File: src/rtl/fetch_stage_if.sv
// Instruction-memory request/response bus between the fetch stage (master)
// and instruction memory (slave). At most one request is outstanding.
interface fetch_stage_if;
   logic        imem_req;
   logic [31:0] imem_addr;
   logic        imem_gnt;
   logic        imem_rvalid;
   logic [31:0] imem_rdata;

   modport master (
      output imem_req,
      output imem_addr,
      input  imem_gnt,
      input  imem_rvalid,
      input  imem_rdata
   );

   modport slave (
      input  imem_req,
      input  imem_addr,
      output imem_gnt,
      output imem_rvalid,
      output imem_rdata
   );
endinterface

File: src/rtl/fetch_stage.sv
// IF stage plus IF/ID register: PC, one-outstanding imem handshake, 1-entry skid
// buffer and wrong-path kill. Optional perf counters under FETCH_PERF_CNT_EN.
module fetch_stage #(
   parameter logic [31:0] RESET_PC  = 32'h0000_0000,
   parameter logic [31:0] NOP_INSTR = 32'h0000_0013
) (
   input  logic                clk,
   input  logic                rst_n,
   input  logic                StallF,
   input  logic                StallD,
   input  logic                FlushD,
   input  logic                PCSrcD,
   input  logic [31:0]         PCBranchD,
   fetch_stage_if.master       imem,
   output logic [31:0]         InstrD,
   output logic [31:0]         PCPlus4D,
   output logic                ValidD,
   output logic                FetchBusyF
`ifdef FETCH_PERF_CNT_EN
   ,
   output logic [31:0]         perf_fetch_cnt,
   output logic [31:0]         perf_bubble_cnt,
   output logic [15:0]         perf_kill_cnt
`endif
);

   typedef enum logic [1:0] {S_IDLE, S_WAIT, S_DRAIN} state_t;

   state_t      state_q, state_d;
   logic [31:0] pc_q, pc_d;
   logic [31:0] req_pc_q, req_pc_d;
   logic        buf_v_q, buf_v_d;
   logic [31:0] buf_instr_q, buf_instr_d;
   logic [31:0] buf_pc4_q, buf_pc4_d;
   logic [31:0] instr_q, instr_d;
   logic [31:0] pc4_q, pc4_d;
   logic        valid_q, valid_d;

   logic        redirect;
   logic        rsp_live;
   logic        req;
   logic        grant;
   logic        busy;

   always_comb begin
      redirect = PCSrcD & ~StallD;
      rsp_live = (state_q == S_WAIT) & imem.imem_rvalid;
      // Back-to-back issue only when the live response can move straight into IF/ID.
      req      = rst_n & ~StallF & ~redirect & ~buf_v_q &
                 ((state_q == S_IDLE) | (rsp_live & ~StallD));
      grant    = req & imem.imem_gnt;

      state_d     = state_q;
      pc_d        = pc_q;
      req_pc_d    = req_pc_q;
      buf_v_d     = buf_v_q;
      buf_instr_d = buf_instr_q;
      buf_pc4_d   = buf_pc4_q;
      instr_d     = instr_q;
      pc4_d       = pc4_q;
      valid_d     = valid_q;
      busy        = 1'b0;

      if (redirect) begin
         pc_d    = PCBranchD;
         buf_v_d = 1'b0;
         if (state_q == S_WAIT && !imem.imem_rvalid)
            state_d = S_DRAIN;
         else if (state_q != S_IDLE && imem.imem_rvalid)
            state_d = S_IDLE;
      end else begin
         if (grant) begin
            pc_d     = pc_q + 32'd4;
            req_pc_d = pc_q;
            state_d  = S_WAIT;
         end else if (state_q != S_IDLE && imem.imem_rvalid) begin
            state_d = S_IDLE;
         end
         if (rsp_live && StallD) begin
            buf_v_d     = 1'b1;
            buf_instr_d = imem.imem_rdata;
            buf_pc4_d   = req_pc_q + 32'd4;
         end
      end

      // IF/ID load priority: kill, skid buffer, live response, bubble.
      if (!StallD) begin
         if (FlushD || redirect) begin
            instr_d = NOP_INSTR;
            valid_d = 1'b0;
         end else if (buf_v_q) begin
            instr_d = buf_instr_q;
            pc4_d   = buf_pc4_q;
            valid_d = 1'b1;
            buf_v_d = 1'b0;
         end else if (rsp_live) begin
            instr_d = imem.imem_rdata;
            pc4_d   = req_pc_q + 32'd4;
            valid_d = 1'b1;
         end else begin
            instr_d = NOP_INSTR;
            valid_d = 1'b0;
            busy    = 1'b1;
         end
      end
   end

   always_ff @(posedge clk) begin
      if (!rst_n) begin
         state_q     <= S_IDLE;
         pc_q        <= RESET_PC;
         req_pc_q    <= RESET_PC;
         buf_v_q     <= 1'b0;
         buf_instr_q <= NOP_INSTR;
         buf_pc4_q   <= 32'h0;
         instr_q     <= NOP_INSTR;
         pc4_q       <= 32'h0;
         valid_q     <= 1'b0;
      end else begin
         state_q     <= state_d;
         pc_q        <= pc_d;
         req_pc_q    <= req_pc_d;
         buf_v_q     <= buf_v_d;
         buf_instr_q <= buf_instr_d;
         buf_pc4_q   <= buf_pc4_d;
         instr_q     <= instr_d;
         pc4_q       <= pc4_d;
         valid_q     <= valid_d;
      end
   end

   assign imem.imem_req  = req;
   assign imem.imem_addr = pc_q;
   assign InstrD         = instr_q;
   assign PCPlus4D       = pc4_q;
   assign ValidD         = valid_q;
   assign FetchBusyF     = busy;

`ifdef FETCH_PERF_CNT_EN
   logic        kill_evt;
   logic [31:0] fetch_cnt_q, fetch_cnt_d;
   logic [31:0] bubble_cnt_q, bubble_cnt_d;
   logic [15:0] kill_cnt_q, kill_cnt_d;

   always_comb begin
      // A response is lost when draining, or when a live one meets a kill of IF/ID.
      kill_evt     = ((state_q == S_DRAIN) & imem.imem_rvalid) |
                     (rsp_live & (redirect | (FlushD & ~StallD)));
      fetch_cnt_d  = fetch_cnt_q  + {31'd0, grant};
      bubble_cnt_d = bubble_cnt_q + {31'd0, busy};
      kill_cnt_d   = kill_cnt_q   + {15'd0, kill_evt};
   end

   always_ff @(posedge clk) begin
      if (!rst_n) begin
         fetch_cnt_q  <= 32'h0;
         bubble_cnt_q <= 32'h0;
         kill_cnt_q   <= 16'h0;
      end else begin
         fetch_cnt_q  <= fetch_cnt_d;
         bubble_cnt_q <= bubble_cnt_d;
         kill_cnt_q   <= kill_cnt_d;
      end
   end

   assign perf_fetch_cnt  = fetch_cnt_q;
   assign perf_bubble_cnt = bubble_cnt_q;
   assign perf_kill_cnt   = kill_cnt_q;
`endif

endmodule

File: src/flat_wrapper.sv
// flat-port wrapper written by rule: the top's interface ports become plain ports
module fetch_stage_flat 
#(
   parameter logic [31:0] RESET_PC  = 32'h0000_0000,
   parameter logic [31:0] NOP_INSTR = 32'h0000_0013
)
  (clk, rst_n, StallF, StallD, FlushD, PCSrcD, PCBranchD, InstrD, PCPlus4D, ValidD, FetchBusyF, imem_imem_req, imem_imem_addr, imem_imem_gnt, imem_imem_rvalid, imem_imem_rdata);
  fetch_stage_if imem_i ();
  input  logic clk;
  input  logic rst_n;
  input  logic StallF;
  input  logic StallD;
  input  logic FlushD;
  input  logic PCSrcD;
  input  logic [31:0] PCBranchD;
  output logic [31:0] InstrD;
  output logic [31:0] PCPlus4D;
  output logic ValidD;
  output logic FetchBusyF;
  output wire logic [$bits(imem_i.imem_req)-1:0] imem_imem_req;
  output wire logic [$bits(imem_i.imem_addr)-1:0] imem_imem_addr;
  input wire logic [$bits(imem_i.imem_gnt)-1:0] imem_imem_gnt;
  input wire logic [$bits(imem_i.imem_rvalid)-1:0] imem_imem_rvalid;
  input wire logic [$bits(imem_i.imem_rdata)-1:0] imem_imem_rdata;
  assign imem_imem_req = imem_i.imem_req;
  assign imem_imem_addr = imem_i.imem_addr;
  assign imem_i.imem_gnt = imem_imem_gnt;
  assign imem_i.imem_rvalid = imem_imem_rvalid;
  assign imem_i.imem_rdata = imem_imem_rdata;
  fetch_stage #(.RESET_PC(RESET_PC), .NOP_INSTR(NOP_INSTR)) u_core (.clk(clk), .rst_n(rst_n), .StallF(StallF), .StallD(StallD), .FlushD(FlushD), .PCSrcD(PCSrcD), .PCBranchD(PCBranchD), .imem(imem_i), .InstrD(InstrD), .PCPlus4D(PCPlus4D), .ValidD(ValidD), .FetchBusyF(FetchBusyF));
endmodule
File: config.mk
export PLATFORM = sky130hd
export DESIGN_NAME = fetch_stage_flat
export DESIGN_NICKNAME = d
export VERILOG_FILES = /design/src/rtl/fetch_stage_if.sv /design/src/rtl/fetch_stage.sv /design/src/flat_wrapper.sv
export SDC_FILE = /design/constraint.sdc
export NUM_CORES = 1
export LEC_CHECK = 0
export ABC_AREA = 1
export CORE_MARGIN = 5
export CORE_UTILIZATION = 53
export DETAILED_ROUTE_END_ITERATION = 16
export HOLD_SLACK_MARGIN = 0.08
export PLACE_DENSITY = 0.81
export SYNTH_ARGS = -nofsm -noshare
export SYNTH_HDL_FRONTEND = slang
export SYNTH_SLANG_ARGS = --single-unit
File: constraint.sdc
create_clock -name clk -period 2 [get_ports clk]
set_input_delay 0.4 -clock clk [delete_from_list [all_inputs] [get_ports clk]]
set_output_delay 0.4 -clock clk [all_outputs]
set_load 0.02 [all_outputs]
---- Yosys cells after proc, flatten, opt, wreduce, memory -nomap -nowiden ----
Cells that the tools add are included.
word-level totals
  word-level logic and storage cells ...... 61
  output and inout port bits .............. 99
  flip-flop bits (word level) ............. 196
cells by class
  add/sub/neg operators ................... 2
  muxes and demuxes ....................... 23
  reductions and logical operators ........ 12
  equality and inequality tests ........... 1
  bitwise gates (word level) .............. 14
operators by type and width
  kind                     count
  $mux W32                 7
  $add A32 B3 Y32 const B  2
  $mux W1                  12
  $and A1 B1 Y1            8
  $mux W2                  4
  $reduce_bool A2 Y1       3
  $not A1 Y1               5
  $reduce_and A2 Y1        2
  $logic_and A1 B1 Y1      3
  $reduce_and A3 Y1        1
  $eq A2 B1 Y1 const B     1
  $logic_not A2 Y1         1
  $logic_not A1 Y1         1
  $logic_or A1 B1 Y1       1
  $or A1 B1 Y1             1

---- Depth between registers and ports, before layout ----
Gate-level depths: netlist of run 1.
  word-level depth ........................ 9
  mapped depth ............................ 13
  gate-level depth less buffers ........... 11

---- Worst setup path before layout of run 1 ----
OpenSTA, ideal clock, no wires.
  path kind ............................... register to register
  from .................................... register u_core.pc_q[3] (netlist: u_core.imem.imem_addr[3])
  to ...................................... register u_core.pc_q[18] (netlist: u_core.imem.imem_addr[18])
  path buffers ............................ 0
  clock period less this slack ............ 1,706 ps
  setup time .............................. 128 ps
  arrival ................................. 1,578 ps
  cell stages (with the launch flop) ...... 10
  path slack .............................. 294 ps
  cell sequence ........................... dfxtp_1 ha_1 nand3_1 inv_1 nand2_1 nor2_2 xor2_1 nor2_1 nor2_1 nor2_1
on the way
  word-level cells in the longest chain between the ends .. 3
ends and longest elaborated chain
  element                 line                RTL
  start, declared         fetch_stage.sv:30   logic [31:0] pc_q, pc_d;
  start signal, assigned  fetch_stage.sv:121  pc_q <= pc_d;
  $add A32 B3 Y32         fetch_stage.sv:73   pc_d = pc_q + 32'd4;
  $mux W32                fetch_stage.sv:72   if (grant) begin
  $mux W32                fetch_stage.sv:64   if (redirect) begin
Every way passes these cells. The select of a mux whose other input is x is not followed.
A chain may end at the register's enable or synchronous reset.

---- Final worst setup path of run 1 ----
  from .................................... register u_core.pc_q[4] (netlist: u_core.imem.imem_addr[4])
  to ...................................... output imem_imem_addr[4]
RTL lines
  element        line                RTL
  end, declared  flat_wrapper.sv:21  output wire logic [$bits(imem_i.imem_addr)-1:0] imem_imem_addr;
No word-level cell between the ends.

==> results of run 1 <==
## state kept, by name, indices dropped and copies added (netlist names)
name,cells
u_core.buf_pc4_q,32
u_core.PCPlus4D,32
u_core.InstrD,32
u_core.buf_v_q,1
u_core.imem.imem_addr,32
u_core.req_pc_q,32
u_core.ValidD,1
u_core.buf_instr_q,32
u_core.state_q,2
## layout make-up
class | count | area (µm²) | share of cell area (%)
multi-input combinational | 917 | 4440 | 37.1
clock inverter | 15 | 185 | 1.55
tap | 225 | 282 | 2.35
timing repair buffer | 218 | 2180 | 18.3
clock buffer | 17 | 425 | 3.56
sequential | 196 | 3930 | 32.8
inverter | 138 | 523 | 4.37
## cells in the final DEF (no fill, tap or decap), types with 4 or more instances in the layout
master / Yosys / final
xor2_1: 23 / 21
xnor2_1: 6 / 6
o21ai_1: 7 / 6
clkbuf_16: 0 / 17
dlymetal6s2s_1: 0 / 16
o211ai_1: 36 / 36
inv_8: 0 / 4
o21bai_1: 20 / 20
buf_4: 9 / 41
dlygate4sd2_1: 0 / 5
a21oi_1: 147 / 147
nor2_1: 118 / 116
clkinv_8: 0 / 6
nor3_1: 5 / 5
clkdlybuf4s50_1: 0 / 146
nand2_1: 321 / 321
dfxtp_1: 196 / 195
a31oi_1: 10 / 10
o21ai_0: 128 / 128
nand3_1: 64 / 64
inv_1: 133 / 133
nor2_2: 6 / 8
buf_12: 0 / 8
## routing by layer
layer | global-route usage (%) | share of wire, % | vias up
li1 | - | - | 4637
met3 | 4.99 | 6.2 | 42
met2 | 41.0 | 46 | 290
met4 | 8.03 | 2.2 | 0
met5 | 0 | 0 | -
met1 | 35.8 | 45 | 4185
## power groups by stage
stage	sequential [W]	clock, W	combinational (W)
after global placement	0.00417	0	0.000737
after CTS	0.00408	0.00349	0.000754
after global routing	0.00410	0.00365	0.000824
after floorplan	0.00419	0	0.000344
after detailed placement	0.00418	0	0.000749
final	0.00409	0.00345	0.000753
## metrics by stage
stage	util, %	power, W	area, µm²	setup WS, ns	instances
6_report	69.6	0.00829	12000	0.0504	1726
2_1_floorplan	-	0.00454	9210	0.294	1328
3_5_place_dp	65.8	0.00492	11300	-0.517	1693
5_1_grt	69.6	0.00857	12000	-0.0483	1726
4_1_cts	69.3	0.00832	11900	0.00246	1725
3_3_place_gp	65.8	0.00491	11300	-0.459	1693
## what timing repair did
item / 4_1_cts / 5_1_grt
resized for setup: 10 / 22
pin swaps: 0 / 1
buffers inserted: 0 / 1
endpoints found under the setup margin: 5 / 27
## cell families (layout without fill, tap and decap cells)
group | Yosys count | after routing | synth area share (%)
AOI/OAI and AO/OA | 357 | 357 | 21.3
xor gates and xnor gates | 29 | 29 | 2.76
adders and majority gates | 2 | 2 | 0.272
buffers and inverters | 215 | 388 | 9.46
DFF | 196 | 196 | 42.6
and+or+nand+nor | 529 | 529 | 23.6
## worst min-delay path, delay by kind of cell, from the launching register on
kind,cells,cell delay (ns)
DFF,1,0.30
buffers and inverters,1,0.06
AOI/OAI and AO/OA,1,0.05
## worst min path at each step
| stage | endpoint | slack, ns | start | cells after the start |
|---|---|---|---|---|
| global placement | u_core.buf_instr_q[23]$_SDFFE_PN0P_ | 0.44 | u_core.buf_instr_q[23]$_SDFFE_PN0P_ | 2 |
| global route | u_core.buf_instr_q[23]$_SDFFE_PN0P_ | 0.47 | u_core.buf_instr_q[23]$_SDFFE_PN0P_ | 2 |
| floorplan | u_core.buf_instr_q[10]$_SDFFE_PN0P_ | 0.43 | u_core.buf_instr_q[10]$_SDFFE_PN0P_ | 2 |
| CTS | u_core.buf_instr_q[13]$_SDFFE_PN0P_ | 0.46 | u_core.buf_instr_q[13]$_SDFFE_PN0P_ | 2 |
| detailed placement | u_core.buf_instr_q[23]$_SDFFE_PN0P_ | 0.44 | u_core.buf_instr_q[23]$_SDFFE_PN0P_ | 2 |
| finish | u_core.buf_instr_q[23]$_SDFFE_PN0P_ | 0.45 | u_core.buf_instr_q[23]$_SDFFE_PN0P_ | 2 |
==> results.md, run 1 <==
- Status: completed
- Maximum vdd ir drop: 0.570 mV
- Final hold vios: 0
- # clock sinks: 196
- Fill count: 1491
- Finish-stage setup viols: 0
- Syn Nets: 1402
- WP depth: 1
- IO Port Bufs: 170
- Syn. warnings: 0
- Post-Route Setup TNS: 0 ns
- Post-CTS Hold Fix Bufs: 0
- Global route overflow: 0
- CP top delay family: buffers and inverters
- Slew HR: between 40 and 50%
- Post-synth EDFFs: 0
- Comb power frac: 9.1%
- R2R Setup Slk: 0.16 ns
- Syn_area_per_cell: just under 7 µm²
- Pwr dens: 693 nW/µm²
- Switching Power: 0.00226 W
- WL final: 26300 µm
- Layout area overhead: 29.9%
- # DRC: 0
- Buf+Inv Stages, Crit Path: 1
- Vias/cell: 5.30
- LEAKAGE: 4.99 nW
- DR vias: 9154
- CP cell instances: clkdlybuf4s50_1
- Nets: 1562
- Die ar.: just over 20000 µm²
- Seq/Total Area, Yosys: 42.6%
- First-pass GRT wire length: between 40000 and 50000 µm
- Arr. time, crit path: between 1.5 and 2 ns
- GP Congestion: 0.938
- Die Span Y: 142 µm
- Yosys cell types: 38
- TritonRoute pass-1 iters: 5
- Sw Ratio: 27.3%
- Slew Limit Fails: 0
- Highest clock rate: roughly 510 MHz
- Worst setup SP type: flop
- Worst r2r dst: u_core.imem.imem_addr[18]$_SDFFE_PN0P_
- Setup crit end kind: primary output
- CP endpoint: imem_imem_addr[4]
- CP Launch Point: u_core.imem.imem_addr[4]$_SDFFE_PN0P_
- CP max stage delay: 0.66 ns
- Clock transition at path regs: 0.08 ns
- Cts bufs inserted: 17
- Dpl hpwl: 18400 µm
- Hold Crit Class: reg -> reg
- Post-synthesis async set-or-reset flop share: 0%
- Most frequent cell after synthesis: nand2_1
- Wirelength per Cell: between 15 and 20 µm
- Clk Latency, worst-skew pair: about 0.44 ns
- Num ports: 171
- Post-Syn Area: roughly 9200 µm²
- Max Cap Violations: 0
- CTS tree: built
- Area contributors post-synth: dfxtp_1, nand2_1, a21oi_1
- Initial antenna violation count: 0
- Crit Path Max Fanout: 6
- Vias in the first global route: 8441
- Dominant cell type by area after synthesis: dfxtp_1
- Proportion of layout cells with a drive suffix above 1: 7.33%
- FP Rows: 48
- Post-route ant nets: 0
- Clock power frac: 41.6%
- Core ar.: 17200 µm²
- Seq pwr share: about half
- RSZ-0062 raised after global routing: yes
- Inserted Diodes: 0
- Post-synth top cells: nand2_1, dfxtp_1, a21oi_1, inv_1, o21ai_0
- Synth Flop Type: dfxtp_1
- Clk buf depth: 2
- Gate Count Post-Synth: 1328
- #FFs+latches synth: 196
- Slew of the pin with the lowest slew margin: 0.774 ns
- Worst r2r src: u_core.imem.imem_addr[3]$_SDFFE_PN0P_
- H-tree levels: 4
- Critical path required time: about 1.6 ns
- GRT Total Usage: ~26%
- Starting Density: 53.6%
- Hold WS: around 0.45 ns
- Largest net degree at the start of global routing: 149
- Crit path time final: 1.95 ns
- CP max-delay cell: clkdlybuf4s50_1
- WS Path Type: reg -> out
- Root Buffer: clkbuf_16
- Cells on worst reg2reg path: 9
- Initial drt markers: 630
- Die width: about 140 µm
- Top cell type's share of synthesized area: a little over two fifths
- Cell Int Power: between 0.006 and 0.007 W
- Fin Clk Skew: roughly 0.011 ns
- Final Cycle Share: 97.5%
Power figures use the tool's default switching activity.
==> run 2: changes to the inputs <==
ABC_AREA = unset   (was 1)
CORE_MARGIN = unset   (was 5)
CORE_UTILIZATION = 52   (was 53)
SKIP_LAST_GASP = 1   (was unset)
==> run 2 against run 1 <==
Net effect:
- wire length down 4.7%
- global-route usage is 3.7 points higher
- synthesized cell count shrank 22%
- non-clock buffer count up 48
- cell area fell by 3.0%
- critical endpoint is now FetchBusyF
- highest routed layer unchanged
==> results.md, run 2 <==
- Setup crit end kind: primary output
- CP top delay family: buffers and inverters
- Place WS: -0.616 ns
- Gate Count Post-Synth: 1042
- Hold Crit Class: in -> reg
- Largest net degree at the start of global routing: between 50 and 60
- Slew HR: approximately 63%
- GP Congestion: 0.970
- Initial antenna violation count: 0
- Max Cap Violations: 0
- Most frequent cells in the layout: nand2_1, dfxtp_1, clkdlybuf4s50_1, a21oi_1, buf_4
- Post-synth EDFFs: 0
- Buf+Inv Stages, Crit Path: 3
- Hold EP: u_core.state_q[1]$_SDFF_PN0_
- CP max stage delay: 0.46 ns
- Final hold vios: 0
- Hold depth: 3
- Fin Clk Skew: 0.00665 ns
- Syn Nets: 1116
- Most frequent cell after synthesis: nand2_1
- Comb power frac: 8.7%
- Initial drt markers: roughly 1100
- Total Power: a little under 0.008 W
- PnR worst setup slack: roughly 0.047 ns
- CTS tree: built
- Yosys cell types: 68
- Critical path required time: 1.60 ns
- Hold Crit Start: imem_imem_rvalid
- Seq/Total Area, Yosys: 46.0%
- Clock power frac: 39.9%
- Sw Ratio: between 20% and 30%
- Clock transition at path regs: 0.06 ns
- Cts bufs inserted: 17
- Maximum vdd ir drop: around 0.67 mV
- # clock sinks: 196
- Post-route ant nets: 0
- Clk Latency, worst-skew pair: between 0.4 and 0.5 ns
- Cells on worst reg2reg path: 7
- Syn. warnings: 0
- Placed Cells: 1441
- Top cell type's share of synthesized area: between 40 and 50%
- CP cell instances: clkdlybuf4s50_1 -> nor3_4 -> nor3b_2 -> buf_4 -> clkdlybuf4s15_2
- Die Span Y: 130 µm
- # DRC: 0
- Layout area overhead: 36.0%
- LEAKAGE: 4.15 nW
- Crit path time final: 1.95 ns
- Area contributors post-synth: dfxtp_1, nand2_1, a21oi_1
- Vias in the first global route: 7819
- WS Path Type: in -> out
- Worst r2r dst: u_core.imem.imem_addr[16]$_SDFFE_PN0P_
- Cell Int Power: 0.00595 W
- Synth Flop Type: dfxtp_1
- #FFs+latches synth: 196
- Proportion of layout cells with a drive suffix above 1: 12.9%
- Nets: 1321
- Num ports: 171
- RSZ-0062 raised after global routing: yes
- Core ar.: between 15000 and 20000 µm²
- DR vias: 8712
- Pwr dens: 672 nW/µm²
- Final Cycle Share: 97.6%
- H-tree levels: 4
- Worst r2r src: u_core.state_q[1]$_SDFF_PN0_
- Die ar.: ~17000 µm²
- GRT Total Usage: 29.6%
- Slew Limit Fails: 0
- Hold WS: 0.360 ns
- Root Buffer: clkbuf_16
- CP max-delay cell: clkdlybuf4s50_1
- Wirelength per Cell: between 15 and 20 µm
- First-pass GRT wire length: around 40000 µm
- FP Rows: 46
- Status: completed
- Post-route cell area: about 12000 µm²
- Commonest non-fill, non-tap cell in the layout: nand2_1
- Vias/cell: 5.92
- Area after DPL: 11000 µm²
- WL final: about 25000 µm
- Switching Power: 0.00185 W
- Die width: 130 µm
- Worst setup SP type: primary input
- Post-Syn Area: around 8500 µm²
- Global route overflow: 0
- Slew of the pin with the lowest slew margin: between 0.5 and 0.6 ns
- IO Port Bufs: 170
- Highest clock rate: 512 MHz
- Post-synthesis async set-or-reset flop share: 0%
- Syn_area_per_cell: 8.19 µm²
- Dpl hpwl: around 17000 µm
- Starting Density: 53.5%
- Finish-stage setup viols: 0
- TritonRoute pass-1 iters: 8
- Seq pwr share: around half
- Finished Layout Cells: about 1500
- Clk buf depth: 2
- Crit Path Max Fanout: 2
- Dominant cell type by area after synthesis: dfxtp_1
- Inserted Diodes: 0
- Arr. time, crit path: 1.55 ns
- R2R Setup Slk: 0.05 ns
- Post-synth top cells: nand2_1, dfxtp_1, a21oi_1, nor2_1, clkbuf_1
==> run 2: cell count changes after synthesis, sizes merged, moves of 15 or more <==
cell    before  now
nand4        1   16
inv        138   11
o21bai      20    0
o21ai      135   43
nand2      324  199
a211oi       0   19
a222oi       0   29
nor3         7   26
a21oi      147  107
o211ai      36    8
nor2       127   85
nand3       65   46
==> run 2: layout make-up <==
cell class	instances	area, µm²
Fill cell	1177	4340
Multi-Input combinational cell	753	4330
Sequential cell	196	3930
Timing Repair Buffer	266	2500
Clock buffer	18	429
Tap cell	216	270
Clock inverter	9	88.8
Inverter	13	51.3
==> run 2: stage by stage <==
step	setup TNS [ns]	util, %
floorplan	0	-
detailed placement	-40.89	68.8
global placement	-33.61	68.8
global route	-0.218	72.8
CTS	-0.0941	72.2
finish	0	72.8
==> run 2: power groups by stage <==
stage,Sequential (W),Clock (W),Combinational (W)
after floorplan,0.00414,0,0.000241
after global placement,0.00409,0,0.000656
after detailed placement,0.00410,0,0.000663
after CTS,0.00401,0.00314,0.000665
after global routing,0.00401,0.00332,0.000720
final,0.00401,0.00311,0.000676
==> run 2: how the worst max path moves through the flow <==
| stage | slack [ns] | cells after the start | endpoint | start |
|---|---|---|---|---|
| after floorplan | 0.04 | 7 | u_core.imem.imem_addr[16]$_SDFFE_PN0P_ | u_core.imem.imem_addr[2]$_SDFFE_PN0P_ |
| after CTS | -0.09 | 5 | FetchBusyF | imem_imem_rvalid |
| after global routing | -0.05 | 8 | u_core.imem.imem_addr[14]$_SDFFE_PN0P_ | u_core.state_q[1]$_SDFF_PN0_ |
| final | 0.05 | 5 | FetchBusyF | FlushD |
| after detailed placement | -0.62 | 6 | u_core.imem.imem_addr[8]$_SDFFE_PN0P_ | StallD |
| after global placement | -0.54 | 6 | u_core.imem.imem_addr[8]$_SDFFE_PN0P_ | StallD |
==> run 2: cells by family after synthesis <==
logic type / count (synthesis) / synth area share [%]
simple gates: 441 / 24.5
compound gates: 279 / 21.3
flops: 196 / 46.0
buf+inv: 93 / 4.47
xor+xnor: 20 / 2.05
mux: 11 / 1.41
fa+ha+maj: 2 / 0.293
==> run 2: worst register-to-register path, cell delays in order, from the launching register on <==
cell and delay, ns:
dfxtp_4 0.37, nor4b_4 0.28, buf_4 0.16, o2111a_2 0.32, buf_6 0.15, nand3_2 0.10
or3_1 0.33, a31oi_1 0.17
==> run 2: timing repair <==
action	CTS	global route
hold buffers	0	0
gates resized for setup	25	24
setup endpoints to repair	33	26
pin swaps	3	7
setup buffers	1	2
==> run 2: layer usage <==
metal | vias to the layer above | GRT usage (%) | part of all wire [%]
met2 | 386 | 46.7 | 47
met1 | 4100 | 41.0 | 44
met3 | 50 | 4.14 | 6.8
li1 | 4176 | - | -
met5 | - | 0 | 0
met4 | 0 | 11.3 | 2.3
